--- config.mk ---
export PLATFORM = sky130hd
export DESIGN_NAME = alu_operand_stage
export DESIGN_NICKNAME = d
export VERILOG_FILES = /design/src/rtl/alu_operand_stage.sv
export SDC_FILE = /design/constraint.sdc
export NUM_CORES = 1
export LEC_CHECK = 0
export ABC_AREA = 1
export CAP_MARGIN = 20
export CORE_ASPECT_RATIO = 2
export CORE_MARGIN = 2
export CORE_UTILIZATION = 40
export CTS_CLUSTER_DIAMETER = 30
export CTS_CLUSTER_SIZE = 8
export DETAILED_ROUTE_END_ITERATION = 16
export PLACE_DENSITY = 0.69
export SYNTH_ARGS = -nofsm -noshare
export SYNTH_HDL_FRONTEND = slang
export SYNTH_SLANG_ARGS = --single-unit
--- constraint.sdc ---
create_clock -name clk -period 2.4 [get_ports clk]
set_clock_uncertainty 0.2 [all_clocks]
set_input_delay 0.48 -clock clk [delete_from_list [all_inputs] [get_ports clk]]
set_output_delay 0.48 -clock clk [all_outputs]
set_load 0.02 [all_outputs]
--- src/rtl/alu_operand_stage.sv ---
// Operand decode/issue stage in front of the 16-bit ALU: decode, EX/WB operand bypass,
// one-entry skid buffer and self-hazard stall. Optional macro FORWARD_EN enables the bypass.
module alu_operand_stage #(
  parameter int IMM_W   = 6,
  parameter int RADDR_W = 3
) (
  input  logic               clk,
  input  logic               rst_n,
  input  logic               flush,
  input  logic               in_valid,
  output logic               in_ready,
  input  logic [3:0]         opcode,
  input  logic [1:0]         funct,
  input  logic [RADDR_W-1:0] rs,
  input  logic [RADDR_W-1:0] rt,
  input  logic [RADDR_W-1:0] rd,
  input  logic [IMM_W-1:0]   imm,
  input  logic [15:0]        rs_data,
  input  logic [15:0]        rt_data,
  input  logic               ex_wen,
  input  logic [RADDR_W-1:0] ex_rd,
  input  logic [15:0]        ex_data,
  input  logic               wb_wen,
  input  logic [RADDR_W-1:0] wb_rd,
  input  logic [15:0]        wb_data,
  output logic               out_valid,
  input  logic               out_ready,
  output logic [15:0]        A,
  output logic [15:0]        B,
  output logic               AInvert,
  output logic [3:0]         Op,
  output logic [RADDR_W-1:0] out_rd,
  output logic               out_wen,
  output logic               out_illegal
);

  localparam int EXT_W = 16 - IMM_W;

  typedef struct packed {
    logic [15:0]        a;
    logic [15:0]        b;
    logic               ainv;
    logic [3:0]         op;
    logic [RADDR_W-1:0] rd;
    logic               wen;
    logic               ill;
  } entry_t;

  typedef enum logic [1:0] {BSEL_RT, BSEL_SEXT, BSEL_ZEXT} bsel_e;

  entry_t out_q, out_d, skid_q, skid_d, dec;
  logic   out_valid_q, out_valid_d;
  logic   skid_valid_q, skid_valid_d;
  logic   in_ready_q, in_ready_d;
  logic   use_rs, use_rt, hazard, accept, consume;
  bsel_e  bsel;

  function automatic logic [15:0] resolve(input logic [RADDR_W-1:0] idx,
                                          input logic [15:0] rf);
    logic [15:0] val;
    val = rf;
`ifdef FORWARD_EN
    if (ex_wen && ex_rd == idx)
      val = ex_data;
    else if (wb_wen && wb_rd == idx)
      val = wb_data;
`endif
    if (idx == '0)
      val = '0;
    return val;
  endfunction

  function automatic logic src_hit(input logic en, input logic [RADDR_W-1:0] idx,
                                   input logic wr, input logic [RADDR_W-1:0] dst);
    return en && (idx != '0) && wr && (dst == idx);
  endfunction

`ifdef FORWARD_EN
`else
  logic unused_fwd_data;
  assign unused_fwd_data = ^{ex_data, wb_data};
`endif

  always_comb begin
    dec    = '0;
    use_rs = 1'b0;
    use_rt = 1'b0;
    bsel   = BSEL_RT;
    dec.rd = rd;
    case (opcode)
      4'b0000: begin
        use_rs  = 1'b1;
        use_rt  = 1'b1;
        dec.wen = 1'b1;
        case (funct)
          2'b00:   dec.op = 4'b0100;
          2'b01:   dec.op = 4'b1100;
          2'b10:   dec.op = 4'b0000;
          default: dec.op = 4'b0010;
        endcase
      end
      4'b0001: begin use_rs = 1'b1; use_rt = 1'b1; dec.wen = 1'b1; dec.op = 4'b0001; end
      4'b0010: begin use_rs = 1'b1; bsel = BSEL_SEXT; dec.wen = 1'b1; dec.op = 4'b0100; end
      4'b0011: begin use_rs = 1'b1; bsel = BSEL_ZEXT; dec.wen = 1'b1; dec.op = 4'b0000; end
      4'b0100: begin use_rs = 1'b1; bsel = BSEL_ZEXT; dec.wen = 1'b1; dec.op = 4'b0010; end
      4'b0101: begin use_rs = 1'b1; bsel = BSEL_SEXT; dec.wen = 1'b1; dec.op = 4'b0001; end
      4'b0111: begin
        use_rs   = 1'b1;
        use_rt   = 1'b1;
        dec.wen  = 1'b1;
        dec.op   = 4'b1000;
        dec.ainv = 1'b1;
      end
      default: dec.ill = 1'b1;
    endcase
    // Illegal opcodes read no sources, so they never stall and carry zero operands.
    if (use_rs)
      dec.a = resolve(rs, rs_data);
    case (bsel)
      BSEL_SEXT: dec.b = {{EXT_W{imm[IMM_W-1]}}, imm};
      BSEL_ZEXT: dec.b = {{EXT_W{1'b0}}, imm};
      default:   dec.b = use_rt ? resolve(rt, rt_data) : 16'h0000;
    endcase
  end

  always_comb begin
    hazard = src_hit(use_rs, rs, out_valid_q & out_q.wen, out_q.rd)
           | src_hit(use_rt, rt, out_valid_q & out_q.wen, out_q.rd)
           | src_hit(use_rs, rs, skid_valid_q & skid_q.wen, skid_q.rd)
           | src_hit(use_rt, rt, skid_valid_q & skid_q.wen, skid_q.rd);
`ifdef FORWARD_EN
`else
    // Without the bypass, wait until in-flight producers have retired to the register file.
    hazard = hazard
           | src_hit(use_rs, rs, ex_wen, ex_rd) | src_hit(use_rt, rt, ex_wen, ex_rd)
           | src_hit(use_rs, rs, wb_wen, wb_rd) | src_hit(use_rt, rt, wb_wen, wb_rd);
`endif
  end

  assign accept  = in_valid & in_ready_q & ~hazard;
  assign consume = out_valid_q & out_ready;

  always_comb begin
    out_d        = out_q;
    skid_d       = skid_q;
    out_valid_d  = out_valid_q;
    skid_valid_d = skid_valid_q;
    if (flush) begin
      out_valid_d  = 1'b0;
      skid_valid_d = 1'b0;
    end else if (!out_valid_q || consume) begin
      // in_ready_q is low whenever the skid holds an entry, so drain and accept never collide.
      if (skid_valid_q) begin
        out_d        = skid_q;
        out_valid_d  = 1'b1;
        skid_valid_d = 1'b0;
      end else if (accept) begin
        out_d       = dec;
        out_valid_d = 1'b1;
      end else begin
        out_valid_d = 1'b0;
      end
    end else if (accept) begin
      skid_d       = dec;
      skid_valid_d = 1'b1;
    end
    in_ready_d = ~skid_valid_d;
  end

  always_ff @(posedge clk or negedge rst_n) begin
    if (!rst_n) begin
      out_q        <= '0;
      skid_q       <= '0;
      out_valid_q  <= 1'b0;
      skid_valid_q <= 1'b0;
      in_ready_q   <= 1'b1;
    end else begin
      out_q        <= out_d;
      skid_q       <= skid_d;
      out_valid_q  <= out_valid_d;
      skid_valid_q <= skid_valid_d;
      in_ready_q   <= in_ready_d;
    end
  end

  assign in_ready    = in_ready_q;
  assign out_valid   = out_valid_q;
  assign A           = out_q.a;
  assign B           = out_q.b;
  assign AInvert     = out_q.ainv;
  assign Op          = out_q.op;
  assign out_rd      = out_q.rd;
  assign out_wen     = out_q.wen;
  assign out_illegal = out_q.ill;

endmodule
==> metrics.md, run 1 <==
| Metric | Value |
|---|---|
| Die Wd | `81.69 microns` |
| Initial core utilization | `41.02%` |
| 1st-iter DRT viols | `249` |
| Vias | `5052` |
| DRT antenna net count | `0` |
| Worst setup SP type | `input pin` |
| Number of global-route vias before repair | `5277` |
| Status | `finished clean` |
| Final HPWL DP | `11.14 mm` |
| Share of layout cells above drive strength 1 | `13.88%` |
| Synth top area share | `44.57%` |
| 1st-pass router iterations | `5` |
| Warnings from Yosys | `0` |
| CP max FO | `5` |
| R2R depth | `10` |
| CP delay by family, top | `simple AND/OR/NAND/NOR gates` |
| Fin Setup TNS | `0 ns` |
| Largest net degree at the start of global routing | `35` |
| Tightest Hold Check Type | `reg2reg` |
| Final Hold Fails | `0` |
| IO Port Bufs | `109` |
| Vias per std cell | `5.150` |
| WP buf/inv | `5` |
| Async SR Flop Fraction | `100.0%` |
| Maxcap violations | `0` |
| Die ar. | `13020 sq um` |
| Critical Path RT | `2.49 ns` |
| Slew @ Worst Pin | `0.5758 ns` |
| Clock root buffer | `clkbuf_16` |
| Syn Area/Cell | `7.028 sq um` |
| Top cells by area, synth | `dfrtp_1, nand2_1, o21ai_0, nand4_1, inv_1` |
| Area growth, synth to finish | `45.19%` |
| DR WL/cell | `16.30 microns` |
| Top cells by count, synth | `nand2_1, dfrtp_1, o21ai_0` |
| Fill cells | `1114` |
| Fmax | `0.4312 GHz` |
| DRC | `0` |
| Slowest cell on the critical path | `dlygate4sd2_1` |
| Initial antenna violation count | `0` |
| Cells along the critical path | `dlygate4sd2_1 > inv_2 > nor2_2 > buf_4 > nand2_2 > nand2_1 > nand3_1 > nor2_1 > nor2_1 > nand2_2 > o21ai_4 > buf_6 > buf_6 > nand4_1 > nand2_1` |
| Clk_lat worst skew | `0.35 ns` |
| Placer Congestion | `0.9567` |
| Tcrit/Tclk final | `96.64%` |
| Leakage Power | `0.003611 uW` |
| Layout Nets | `931` |
| Rows | `56` |
| CTS tree | `done` |
| Clock net sink count | `87` |
| Largest stage delay on the critical path | `0.25 ns` |
| CP Class | `in2reg` |
| Reg clk slew, reported paths | `0.07 ns` |
| Die height | `159.4 microns` |
| Max H-tree Level | `3` |
| Dominant synthesized flop cell | `dfrtp_1` |
| Post-synth EDFFs | `0` |
| #FFs+latches synth | `87` |
| Critical Path AT | `2.41 ns` |
| Most common cell in the netlist | `nand2_1` |
| Slew headroom | `61.21%` |
| First-pass GRT wire length | `25.40 mm` |
| Setup-failing EPs final | `0` |
| Area leader, netlist | `dfrtp_1` |
| Register area share after synthesis | `45.12%` |
| CP Capture Type | `register` |
| Synthesized Nets | `787` |
| Core Footprint | `11770 sq um` |
| I/O pin cnt | `142` |
| Fin cells | `981` |
| Final period demand of the worst path | `2.319 ns` |
| Peak VDD IR | `472.4 uV` |
| Cell depth of the worst min-delay path | `2` |
| Clock Path Buffers | `2` |
| Max-slew violations | `0` |
| GRT Overall Usage | `25.63%` |
| Antenna diodes | `0` |
| Cells after Synth | `687` |
| Yosys cell types | `28` |
| GRT overflow | `0` |
| Crit path depth | `15` |
| Post-Route WL | `15.99 mm` |
| Cts bufs inserted | `9` |
| DP Cell Count | `949` |
| Post-Syn Area | `4828 sq um` |
| Power Density | `646.4 nW/um^2` |
[kinds of logic (layout without fill, tap and decap cells)]
group                      count (synthesis)  count (layout)  share of synthesized area (%)
and+or+nand+nor                          396             396                          34.02
xor gates and xnor gates                  17              17                          3.084
DFF                                       87              87                          45.12
adders and majority gates                  2               2                         0.5182
AOI/OAI and AO/OA                         75              75                          8.215
buffers and inverters                    110             259                          9.044
[power breakdown]
group | internal (uW) | total [uW] | switching, uW
clock | 765 | 1380 | 615
sequential | 1730 | 1890 | 160
combinational | 583 | 1260 | 674
[through the flow]
step,worst slack [ns],util [%],instance area [sq um],total power [uW],hold WS [ns]
after floorplan,0.01095,-,4830,2487,-0.01559
after global placement,-0.6864,54.00,6356,3047,0.2526
after detailed placement,-0.7629,54.00,6356,3088,0.2586
after CTS,0.01572,58.72,6912,4539,0.2744
after global routing,-0.02678,59.56,7010,4769,0.2891
final,0.08073,59.56,7010,4531,0.2701
[cell usage in the layout, fill, tap and decap left out, drive strengths merged, types with 2 or more instances in the layout]
master	synthesis	layout
clkinv	0	2
nor3	3	3
dfrtp	86	86
inv	69	70
ha	2	2
xnor2	13	13
nand3	16	16
dlymetal6s2s	0	5
nand2	295	295
nor2	37	37
xor2	4	4
clkinvlp	0	2
clkbuf	17	13
dlygate4sd2	0	6
nand4	43	43
o21ai	71	71
clkdlybuf4s50	0	96
buf	24	63
[worst min-delay path, cell delays in order, from the launching register on]
cell     delay [ns]
dfrtp_1        0.34
nand2_1        0.05
nand2_1        0.04
[path summary, 6_finish.rpt]
check,startpoint,endpoint,slack (ns)
min reg2reg,Op[3],Op[3],0.27
max in group asynchronous,rst_n,B[9],0.87
min in group asynchronous,rst_n,skid_q[39],0.42
max reg2reg,out_rd[1],B[10],0.22
min,Op[3],Op[3],0.27
max,opcode[2],B[10],0.08
[flip-flops by register name (all words and copies together), names as in the netlist]
name / flops
skid_q: 42
A: 16
B: 16
Op: 4
out_rd: 3
AInvert: 1
in_ready: 1
out_illegal: 1
out_valid: 1
out_wen: 1
skid_valid_q: 1
[timing repair]
action | in CTS | in global routing
buffers inserted | 7 | 2
gates resized for setup | 55 | 19
hold endpoints to repair | 30 | 0
hold buffers | 1 | 0
cloned | 4 | 3
endpoints found under the setup margin | 87 | 84
pin swaps | 11 | 6
[final cells by class]
class | instances | area, sq um | area share [%]
flip-flops and latches | 87 | 2178 | 31.07
clock buffers | 11 | 252.7 | 3.605
inverters | 69 | 261.5 | 3.730
repair buffers | 174 | 1782 | 25.41
multi-input cells | 490 | 2315 | 33.02
well taps | 145 | 181.4 | 2.588
clock inverters | 5 | 40.04 | 0.5711
[metal layers]
metal | part of all wire (%) | wire length [microns] | GRT usage (%)
met1 | 34 | 5478 | 26.00
met2 | 56 | 8880 | 47.13
met3 | 4.1 | 656 | 4.252
met4 | 6.1 | 976 | 14.39
met5 | 0 | 0 | 0
Note: power is estimated with default switching activity, not from simulation.
==> inputs of run 2 (changes only) <==
Settings changed: CORE_ASPECT_RATIO 2 to 1.75, CORE_UTILIZATION 40 to 48, CTS_CLUSTER_SIZE 8 to unset, PLACE_DENSITY 0.69 to 0.81.
==> run 2 against run 1 <==
- flip-flop and latch count unchanged
- combinational power barely moved
- total power up 4.7%
- non-clock buffer count shrank 3
- critical path depth stayed put
- largest cell class unchanged
==> metrics.md, run 2 (same netlist as run 1, synthesis figures left out) <==
| Metric | Value |
|---|---|
| Status | `finished clean (unchanged)` |
| GRT overflow | `0 (unchanged)` |
| Leakage Power | `0.003599 uW (was 0.003611 uW)` |
| Final HPWL DP | `11.05 mm (was 11.14 mm)` |
| Worst setup SP type | `input pin (unchanged)` |
| Layout Nets | `928 (was 931)` |
| Critical Path RT | `2.43 ns (was 2.49 ns)` |
| Clock Path Buffers | `2 (unchanged)` |
| DRT antenna net count | `0 (unchanged)` |
| Final period demand of the worst path | `2.309 ns (was 2.319 ns)` |
| Worst r2r src | `out_rd[2] (was out_rd[1])` |
| CTS tree | `done (unchanged)` |
| Die ar. | `10910 sq um (was 13020 sq um)` |
| Reg2reg end | `B[0] (was B[10])` |
| Reg clk slew, reported paths | `0.07 ns (about the same)` |
| Endpoint, Worst Hold | `A[13] (was Op[3])` |
| Cts bufs inserted | `9 (unchanged)` |
| Tcrit/Tclk final | `96.21% (was 96.64%)` |
| Clk_lat worst skew | `0.34 ns (was 0.35 ns)` |
| Initial antenna violation count | `0 (unchanged)` |
| Met2 Use GR | `54.62% (was 47.13%)` |
| Grt met3 use | `3.562% (was 4.252%)` |
| 1st-pass router iterations | `5 (unchanged)` |
| Max H-tree Level | `3 (unchanged)` |
| Vias per std cell | `5.414 (was 5.150)` |
| Peak VDD IR | `461.1 uV (was 472.4 uV)` |
| DR WL/cell | `16.05 microns (was 16.30 microns)` |
| Clock root buffer | `clkbuf_16 (unchanged)` |
| R2r setup slk | `0.26 ns (was 0.22 ns)` |
| Placer Congestion | `0.9616 (was 0.9567)` |
| CP Class | `in2reg (unchanged)` |
| First-pass GRT wire length | `24.96 mm (was 25.40 mm)` |
| Fmax | `0.4331 GHz (was 0.4312 GHz)` |
| IO Port Bufs | `109 (unchanged)` |
| Largest net degree at the start of global routing | `45 (was 35)` |
| Maxcap violations | `0 (unchanged)` |
| Critical Path AT | `2.34 ns (was 2.41 ns)` |
| Core Footprint | `9849 sq um (was 11770 sq um)` |
| Most flop-heavy register | `skid_q (unchanged)` |
| Clock net sink count | `87 (unchanged)` |
| Antenna diodes | `0 (unchanged)` |
| I/O pin cnt | `142 (unchanged)` |
| Die height | `136.7 microns (was 159.4 microns)` |
| Final core occ | `70.96% (was 59.56%)` |
| Cell depth of the worst min-delay path | `2 (unchanged)` |
| GR Layer Usage met1 | `30.29% (was 26.00%)` |
| Largest register FFs | `42 (unchanged)` |
| Post-Route WL | `15.37 mm (was 15.99 mm)` |
| Slowest cell on the critical path | `bufbuf_16 (was dlygate4sd2_1)` |
| Largest stage delay on the critical path | `0.30 ns (was 0.25 ns)` |
| Number of global-route vias before repair | `5376 (was 5277)` |
| CP Capture Type | `register (unchanged)` |
| R2R depth | `10 (unchanged)` |
| Area growth, synth to finish | `44.75% (was 45.19%)` |
| CP max FO | `10 (was 5)` |
| Rows | `48 (was 56)` |
| Slew @ Worst Pin | `0.5257 ns (was 0.5758 ns)` |
| Die Wd | `79.82 microns (was 81.69 microns)` |
| Fill cells | `794 (was 1114)` |
| Vias | `5187 (was 5052)` |
| DRC | `0 (unchanged)` |
| GR peak layer | `met2 (unchanged)` |
| Worst Min Path Start | `A[13] (was Op[3])` |
| Max-slew violations | `0 (unchanged)` |
| Cells along the critical path | `dlygate4sd2_1 > nand2_2 > buf_4 > inv_1 > nand2_2 > nand2_1 > nand3_1 > nor2_1 > nor2_2 > nand2_2 > o21ai_4 > nand3_4 > bufbuf_16 > nand2_1 > nand2_1 (was dlygate4sd2_1 > inv_2 > nor2_2 > buf_4 > nand2_2 > nand2_1 > nand3_1 > nor2_1 > nor2_1 > nand2_2 > o21ai_4 > buf_6 > buf_6 > nand4_1 > nand2_1)` |
| Worst hold slack | `0.2685 ns (was 0.2701 ns)` |
| Final Hold Fails | `0 (unchanged)` |
| Most frequent cells in the layout | `nand2_1, clkdlybuf4s50_1, dfrtp_1 (unchanged)` |
| 1st-iter DRT viols | `363 (was 249)` |
| GRT Overall Usage | `29.83% (was 25.63%)` |
| Tightest Hold Check Type | `reg2reg (unchanged)` |
| Power Density | `678.6 nW/um^2 (was 646.4 nW/um^2)` |
| Share of layout cells above drive strength 1 | `14.17% (was 13.88%)` |
| Most common cell after layout, fill and taps aside | `nand2_1 (unchanged)` |
| Initial core utilization | `49.02% (was 41.02%)` |
| Slew headroom | `64.58% (was 61.21%)` |
| Setup-failing EPs final | `0 (unchanged)` |
==> run 2: cell types whose count changed in the layout (fill, tap and decap cells not counted), moves of 4 or more <==
cell	delta
nor2_1	-5
nor2_4	+4
o21ai_1	+5
buf_12	+4
buf_6	-6
o21ai_2	-5
==> run 2: timing repair <==
action,4_1_cts,5_1_grt
gates resized for setup,41,31
hold buffers,1,0
setup buffers,5,1
cloned,1,0
setup endpoints to repair,87,85
hold endpoints to repair,24,0
pin swaps,9,6
==> run 2: critical path: cells and delay by family <==
family,cells,cell delay [ns]
compound gates,1,0.21
buf+inv,4,0.72
simple gates,10,0.92
==> run 2: area by class of cell <==
type                       count  area (sq um)  area share (%)
multi-input combinational    490          2338           33.46
clock inverter                 7         121.4           1.736
tap                          125         156.4           2.238
timing repair buffer         171          1710           24.47
inverter                      69         259.0           3.706
clock buffer                   9         225.2           3.222
sequential                    87          2178           31.17
==> run 2: through the flow <==
| stage | instance area [sq um] | cells | setup WS, ns | power (uW) | setup TNS, ns |
|---|---|---|---|---|---|
| 2_1_floorplan | 4830 | 687 | 0.01095 | 2487 | 0 |
| 3_3_place_gp | 6431 | 934 | -0.7034 | 3059 | -43.03 |
| 6_report | 6989 | 958 | 0.09098 | 4743 | 0 |
| 3_5_place_dp | 6431 | 934 | -0.8141 | 3104 | -47.97 |
| 5_1_grt | 6989 | 958 | -0.008080 | 4969 | -0.008080 |
| 4_1_cts | 6952 | 957 | 0.002765 | 4747 | 0 |
==> run 2: power breakdown <==
group / leakage [uW] / switching, uW / internal, uW / total, uW
combinational: 0.00230 / 672 / 576 / 1250
sequential: 0.00114 / 160 / 1730 / 1890
clock: 0.000158 / 583 / 1020 / 1600
total: 0.00360 / 1410 / 3330 / 4740
==> run 2: routing by layer <==
layer,part of all wire [%],wire length (microns)
met1,35,5334
met2,54,8303
met3,4.3,668
met4,6.9,1067
met5,0,0
==> run 2: how the worst max path moves through the flow <==
stage                         start     to  cells past startpoint
after global placement    opcode[3]  B[15]                     13
final                     opcode[0]   B[0]                     15
after global routing      opcode[0]   B[0]                     15
after floorplan           opcode[3]  B[10]                     12
after CTS                     rt[2]   B[0]                     13
after detailed placement  opcode[3]  B[15]                     13
==> patch: new RTL, settings of run 2 <==
Add a define of `FORWARD_EN`.
--- a/src/rtl/alu_operand_stage.sv
+++ b/src/rtl/alu_operand_stage.sv
@@ -1,5 +1,7 @@
 // Operand decode/issue stage in front of the 16-bit ALU: decode, EX/WB operand bypass,
 // one-entry skid buffer and self-hazard stall. Optional macro FORWARD_EN enables the bypass.
+`define FORWARD_EN
+
 module alu_operand_stage #(
   parameter int IMM_W   = 6,
   parameter int RADDR_W = 3
Behaviour: not the same (Yosys sat finds a counterexample within 4 cycles, from zero or initial values and one cycle with rst_n low).
==> patch against run 2 <==
- wire length increased by 29%
- cell count increased by 21%
- global-route usage increased by 0.56 points
- setup slack got worse by 0.0045 ns
- power decreased by 4.0%
- sequential power decreased by 6%
- area after synthesis increased by 14%
- cell area increased by 16%
- sequential cell count unchanged
- largest cell class unchanged
- highest routed layer unchanged
==> patch: results (changes against run 2) <==
| Metric | Value |
|---|---|
| Hold path startpoint | `A[1] (was A[13])` |
| # resized after CTS | `12 (was 41)` |
| Placed inst area | `7401 um^2 (was 6431 um^2)` |
| Met3 WL | `1.679 mm (was 668 um)` |
| GPL Wtd Cong | `0.9336 (was 0.9616)` |
| Final Util | `72.46% (was 70.96%)` |
| Port Buf Inserts | `141 (was 109)` |
| Register area share after synthesis | `39.66% (was 45.12%)` |
| CP max FO | `16 (was 10)` |
| Complex-gate fraction of the synthesized area | `8.018% (was 8.215%)` |
| Largest net degree at the start of global routing | `58 (was 45)` |
| Worst R2R Path Depth | `12 (was 10)` |
| Clk cell area share | `3.696% (was 4.959%)` |
| Seq pwr | `1.77 mW (was 1.89 mW)` |
| Xor and xnor area share after synthesis | `2.232% (was 3.084%)` |
| GRT met1 Usage | `36.10% (was 30.29%)` |
| Synth unique cells | `30 (was 28)` |
| WL met2 | `9.840 mm (was 8.303 mm)` |
| Worst Tran Pin Value | `0.4735 ns (was 0.5257 ns)` |
| Hold endpoint | `A[1] (was A[13])` |
| Non-Clock Inverter Count | `63 (was 69)` |
| Period utilization | `96.40% (was 96.21%)` |
| Switch Pwr | `1.410 mW (was 1.415 mW)` |
| Outcome | `finished clean (unchanged)` |
| NumNets Final | `1,126 (was 928)` |
| Adder-Cell Fraction of Synth Area | `0.4556% (was 0.5183%)` |
| Post-synth top cells | `385 x nand2_1, 94 x nand3_1, 86 x dfrtp_1 (was 294 x nand2_1, 86 x dfrtp_1, 67 x o21ai_0)` |
| Post-CTS Setup Bufs | `3 (was 5)` |
| Multi-In Gates | `651 (was 490)` |
| Clock Buffer Count | `12 (was 9)` |
| Dpl hpwl | `13.16 mm (was 11.05 mm)` |
| CP max stage cell | `clkdlybuf4s50_1 (was bufbuf_16)` |
| Worst setup path endpoint | `A[14] (was B[0])` |
| Global-route wire length before repair | `29.88 mm (was 24.96 mm)` |
| Post-synth net total | `945 (was 787)` |
| Clk pwr | `1.44 mW (was 1.60 mW)` |
| Peak supply drop | `0.0004257 V (was 0.0004611 V)` |
| Area of the die | `12,350 um^2 (was 10,910 um^2)` |
patch: changes by cell type in the layout (fill, tap and decap cells not counted), moves of 4 or more:
cell | before | now
clkbuf_16 | 9 | 15
clkdlybuf4s50_1 | 96 | 134
dlygate4sd2_1 | 5 | 1
inv_1 | 61 | 54
mux2i_1 | 0 | 6
nand2_1 | 288 | 375
nand2_2 | 6 | 16
nand3_1 | 13 | 93
nand4_1 | 43 | 1
nor2_1 | 30 | 39
nor2_2 | 3 | 9
o21ai_0 | 51 | 72
o21ai_1 | 15 | 7
patch: metrics by stage:
step / hold slack [ns] / setup WS [ns] / total power, mW / instances
4_1_cts: 0.2810 / -0.001483 / 4.478 / 1152
3_5_place_dp: 0.1034 / -0.5712 / 3.018 / 1132
5_1_grt: 0.2907 / -0.03895 / 4.753 / 1162
3_3_place_gp: 0.1013 / -0.4920 / 2.995 / 1132
6_report: 0.2744 / 0.08649 / 4.551 / 1162
2_1_floorplan: -0.01559 / 0.1447 / 2.385 / 845
